==> src/rtl/fib_checker_pkg.sv <==
// Shared definitions for the Fibonacci stream checker: state encoding,
// default widths and the restart-state helper.
package fib_checker_pkg;

    localparam int DEFAULT_WIDTH = 8;
    localparam int COUNT_WIDTH   = 8;

    typedef enum logic [2:0] {
        ST_EXP0  = 3'd0,
        ST_EXP1  = 3'd1,
        ST_SEED0 = 3'd2,
        ST_SEED1 = 3'd3,
        ST_TRACK = 3'd4,
        ST_DONE  = 3'd5
    } state_e;

    // Where the checker starts after reset or clr.
    function automatic state_e init_state(input bit seed_any);
        return seed_any ? ST_SEED0 : ST_EXP0;
    endfunction

endpackage

==> src/rtl/fib_checker_sat_counter.sv <==
// Up-counter with enable and synchronous clear that holds at its
// all-ones maximum instead of wrapping.
module fib_checker_sat_counter
    import fib_checker_pkg::*;
#(
    parameter int WIDTH = COUNT_WIDTH
) (
    input  logic             clk,
    input  logic             clear,
    input  logic             enable,
    output logic [WIDTH-1:0] count
);

    logic [WIDTH-1:0] count_q;
    logic [WIDTH-1:0] count_d;

    // Next count: clear wins, otherwise step up until saturated.
    always_comb begin
        // NOTE: default assignment first so no path leaves count_d unassigned (no latch).
        count_d = count_q;
        if (clear) begin
            count_d = '0;
        end else if (enable && (count_q != '1)) begin
            count_d = count_q + WIDTH'(1);
        end
    end

    // Count register; reset comes in through clear.
    always_ff @(posedge clk) begin
        // NOTE: non-blocking in clocked blocks so every flop samples pre-edge values.
        count_q <= count_d;
    end

    assign count = count_q;

endmodule

==> config.mk <==
export PLATFORM = sky130hd
export DESIGN_NAME = fib_checker_sat_counter
export DESIGN_NICKNAME = d
export VERILOG_FILES = /design/src/rtl/fib_checker_pkg.sv /design/src/rtl/fib_checker_sat_counter.sv
export SDC_FILE = /design/constraint.sdc
export NUM_CORES = 1
export LEC_CHECK = 0
export ABC_AREA = 1
export ABC_CLOCK_PERIOD_IN_PS = 1900
export CORE_AREA = 4 4 41 43
export CTS_CLUSTER_DIAMETER = 100
export CTS_CLUSTER_SIZE = 10
export DETAILED_ROUTE_END_ITERATION = 6
export DIE_AREA = 0 0 45 47
export GPL_ROUTABILITY_DRIVEN = 0
export PLACE_DENSITY = 0.65
export SLEW_MARGIN = 20
export SYNTH_ARGS = -nofsm -noshare
export SYNTH_HDL_FRONTEND = slang
export SYNTH_SLANG_ARGS = --single-unit
export TNS_END_PERCENT = 50
==> constraint.sdc <==
create_clock -name clk -period 1.9 [get_ports clk]
set_clock_uncertainty 0.2 [all_clocks]
set_input_delay 0.19 -clock clk [delete_from_list [all_inputs] [get_ports clk]]
set_output_delay 0.19 -clock clk [all_outputs]
set_load 0.01 [all_outputs]
After elaboration in Yosys (flattened, before gate mapping)
Cells that the tools add are included.
{"block": "totals", "ff_bits": 8, "inputBits": 3, "output_inout_bits": 8, "word_cells": 4}
{"block": "op_classes", "n_addsub": 1, "n_eq_ne": 1, "reduce_logical": 1}
{"op": "adder 8 x 1 -> 8 bit, second input constant", "count": 1}
{"op": "!= test 8 bit, second input constant", "count": 1}
{"op": "logical AND 1 bit", "count": 1}

Depth between registers and ports, before layout
{"block": "depth", "ltp_word": 2, "depth_mapped": 8, "ltp_nobuf": 7}

Least setup slack after synthesis
OpenSTA, ideal clock, no wires.
{"block": "synth_timing", "kind": "register to register", "startpoint": "register count_q[0], in the netlist count[0]", "endpoint": "register count_q[3], in the netlist count[3]", "setup_time_ps": 115, "arrival_time_ps": 1136, "required_time_ps": 1585, "slack_ps": 449, "stages_incl_launch_ff": 8, "n_path_buf": 1, "synth_period_minus_slack_ps": 1451, "path_cell_list": "dfxtp_1 ha_1 nand3_2 inv_2 nand2_2 buf_6 a21oi_1 nor2_1"}
{"block": "synth_via", "elab_chain_cells": 2, "word_cells_on_any_way": 3, "cone_classes": "add/sub (1); eq/ne (1); reduce/logical (1)"}
{"element": "from (decl)", "line_no": "fib_checker_sat_counter.sv:14", "text": "logic [WIDTH-1:0] count_q;"}
{"element": "from (signal assigned)", "line_no": "fib_checker_sat_counter.sv:31", "text": "count_q <= count_d;"}
{"element": "parallel branches: the longest is 2 deep, another holds adder 8 x 1 -> 8 bit"}
Parallel ways; which one is timed is not known.
A chain may end at the register's enable or synchronous reset.

Worst setup path after layout
{"block": "layout_timing", "startpoint": "register count_q[3], in the netlist count[3]", "endpoint": "output port count[3]"}
{"element": "to (decl)", "line_no": "fib_checker_sat_counter.sv:11", "text": "output logic [WIDTH-1:0] count"}
No word-level cell between the ends.

==> metrics.md <==
| Metric | Value |
|---|---|
| First-pass GRT wire length | `1676 µm` |
| Die Wd | `45 µm` |
| Syn-to-layout area delta | `25.32%` |
| Total negative slack | `0 ns` |
| XOR/XNOR Fraction of Synth Area | `0%` |
| # IOs | `11` |
| Synth warn | `0` |
| Initial detailed-routing violation count | `4` |
| Seq pwr share | `51.7%` |
| Synthesized area per cell | `6.288 µm²` |
| Clk pwr share | `37.8%` |
| Max_slew headroom | `69.86%` |
| DRT antenna net count | `0` |
| Status | `finished clean` |
| Worst skew pair latency | `0.25 ns` |
| WL per Instance | `9.689 µm` |
| Critical Path Slowest Stage Cell | `clkdlybuf4s50_1` |
| RSZ-0062 raised after global routing | `no` |
| DIE AREA | `2115 µm²` |
| Row count | `13` |
| Synth area leader | `dfxtp_1` |
| Hold Fails Final Rpt | `0` |
| Synthesized flop and latch total | `8` |
| Share of cells above drive strength 1 | `12.50%` |
| Crit. End Element | `output pin` |
| Post-CTS Repair Setup Buffers | `0` |
| Critical path's top delay family | `buffers and inverters` |
| DPL Wire Length | `766.1 µm` |
| Critical path required time | `1.51 ns` |
| Crit path DAT | `1.30 ns` |
| Post-Synth Adder-Cell Area | `2.584%` |
| Number of global-route vias before repair | `389` |
| Post-synthesis compound-gate area fraction | `7.235%` |
| Top-area cell type share of the netlist area | `33.07%` |
| Slew Limit Fails | `0` |
| Commonest non-fill, non-tap cell in the layout | `nand2_1` |
| CTS tree | `done` |
| Cell count after synthesis | `77` |
| GRT Residual Overflow | `0` |
| Port-buffer cells | `10` |
| Gr usage total | `11.14%` |
| Max_cap viols | `0` |
| Layout Nets | `94` |
| Resize count post-CTS | `0` |
| Distinct cell type count after synthesis | `15` |
| Final setup violation count | `0` |
| CP bufs+invs | `1` |
| Clock-pin slew on the worst setup and hold paths | `0.06 ns` |
| Switching power total | `0.00008062 W` |
| Post-Synth Simple-Gate Area | `44.70%` |
| Num CTS Buffers | `3` |
| Largest register FFs | `8` |
| Min Tclk post-route | `1.687 ns` |
| Period utilization | `88.80%` |
| Hold buffers post-CTS | `0` |
| Placed Cells | `100` |
| Worst-Margin Slew | `0.4508 ns` |
| Switching Fraction | `23.43%` |
| Worst-path maximum fanout | `7` |
| Clock buffer depth | `2` |
| Combinational share of power | `10.5%` |
| Largest net degree at the start of global routing | `13` |
| Lkg Pwr | `0.2724 nW` |
| Die Y | `47 µm` |
| CTS root buf | `clkbuf_4` |
| Effective utilization at floorplan | `37.21%` |
| Filler-free cell count of the finished design | `103` |
| H-tree depth | `1` |
| Final wirelength | `998 µm` |
| Area contributors post-synth | `dfxtp_1 33%, nand2_1 16%, nor2_1 12%, nand3_1 7.2%, inv_1 7.0%` |
| Post-synthesis mux area share | `0%` |
| Worst Setup Start Kind | `register` |
| Post-route DRC | `0` |
| Setup CP Type | `reg2out` |
| Antenna violations before repair | `0` |
| HP Class | `reg2reg` |
| Synthesized area | `484.2 µm²` |
| Core area | `1301 µm²` |
| Seq/Total Area, Yosys | `33.07%` |
| Commonest cells after routing, fill and taps aside | `20 x nand2_1, 15 x nor2_1, 10 x clkdlybuf4s50_1, 9 x inv_1, 8 x dfxtp_1` |
| DR vias/cell | `4.583` |
| Peak Freq | `592.7 MHz` |
| DRT Pass-1 Iters | `4` |
| Largest family of logic cells by synthesized area | `simple AND/OR/NAND/NOR gates` |
| Largest stage delay, worst path | `0.59 ns` |
| Clock Sinks | `8` |
| Pwr/cell area | `567.1 nW/µm²` |
| CP Cell Sequence | `clkdlybuf4s50_1` |
| Via Count | `472` |
| Internal power | `0.0002635 W` |
| Maximum vdd drop | `0.3527 mV` |
| Number of antenna diodes | `0` |
| Syn Nets | `81` |
## kinds of logic (layout without fill, tap and decap cells)
kind of cell / count (synthesis) / after routing
simple gates: 48 / 48
buf+inv: 13 / 24
flops: 8 / 8
compound gates: 7 / 7
fa+ha+maj: 1 / 1
## path summary, 6_finish.rpt
kind                                  to  cells after the start     start  slack (ns)
worst min-delay path            count[6]                      2  count[6]        0.28
worst max register to register  count[0]                      6  count[0]        0.40
worst max-delay path            count[3]                      1  count[3]        0.21
worst min register to register  count[6]                      2  count[6]        0.28
## layer usage
metal	GRT usage, %	routed length (µm)
met5	0	0
met4	7.018	10
met3	3.831	45
met2	16.38	457
met1	13.86	484
## cells in the mapped netlist (all sizes together)
cell and n:
a21oi 6, buf 2, dfxtp 8, ha 1
inv 11, nand2 21, nand3 9, nand3b 1
nor2 17, o21ai 1
## worst reg2reg max path, stage by stage, from the launching register on
cell and delay, ns:
dfxtp_1 0.42, ha_1 0.23, nand3_2 0.10, inv_2 0.07, nand2_2 0.14, a21oi_1 0.17, nor2_1 0.06
## power groups by stage
stage / Sequential [W] / Combinational, W / Clock, W
2_1_floorplan: 0.000182 / 0.0000200 / 0
3_3_place_gp: 0.000181 / 0.0000362 / 0
3_5_place_dp: 0.000182 / 0.0000362 / 0
4_1_cts: 0.000178 / 0.0000366 / 0.000136
5_1_grt: 0.000179 / 0.0000396 / 0.000148
6_report: 0.000178 / 0.0000362 / 0.000130
## stage by stage
stage	util (%)	total power [W]	instance area [µm²]	hold slack, ns	worst slack (ns)
finish	46.63	0.0003441	606.8	0.2840	0.2128
floorplan	-	0.0002024	484.2	0.1542	0.4491
CTS	46.63	0.0003501	606.8	0.2874	0.2054
global placement	44.90	0.0002174	584.3	0.2752	0.2645
detailed placement	44.90	0.0002178	584.3	0.2765	0.2336
global route	46.63	0.0003658	606.8	0.3318	0.1345
## cell type report
cell class / instances / area [µm²]
sequential: 8 / 160.2
multi-input combinational: 56 / 264.0
fill: 154 / 694.4
tap: 15 / 18.77
timing repair buffer: 10 / 100.1
inverter: 11 / 41.29
clock buffer: 3 / 22.52
Note: power is estimated with default switching activity, not from simulation.
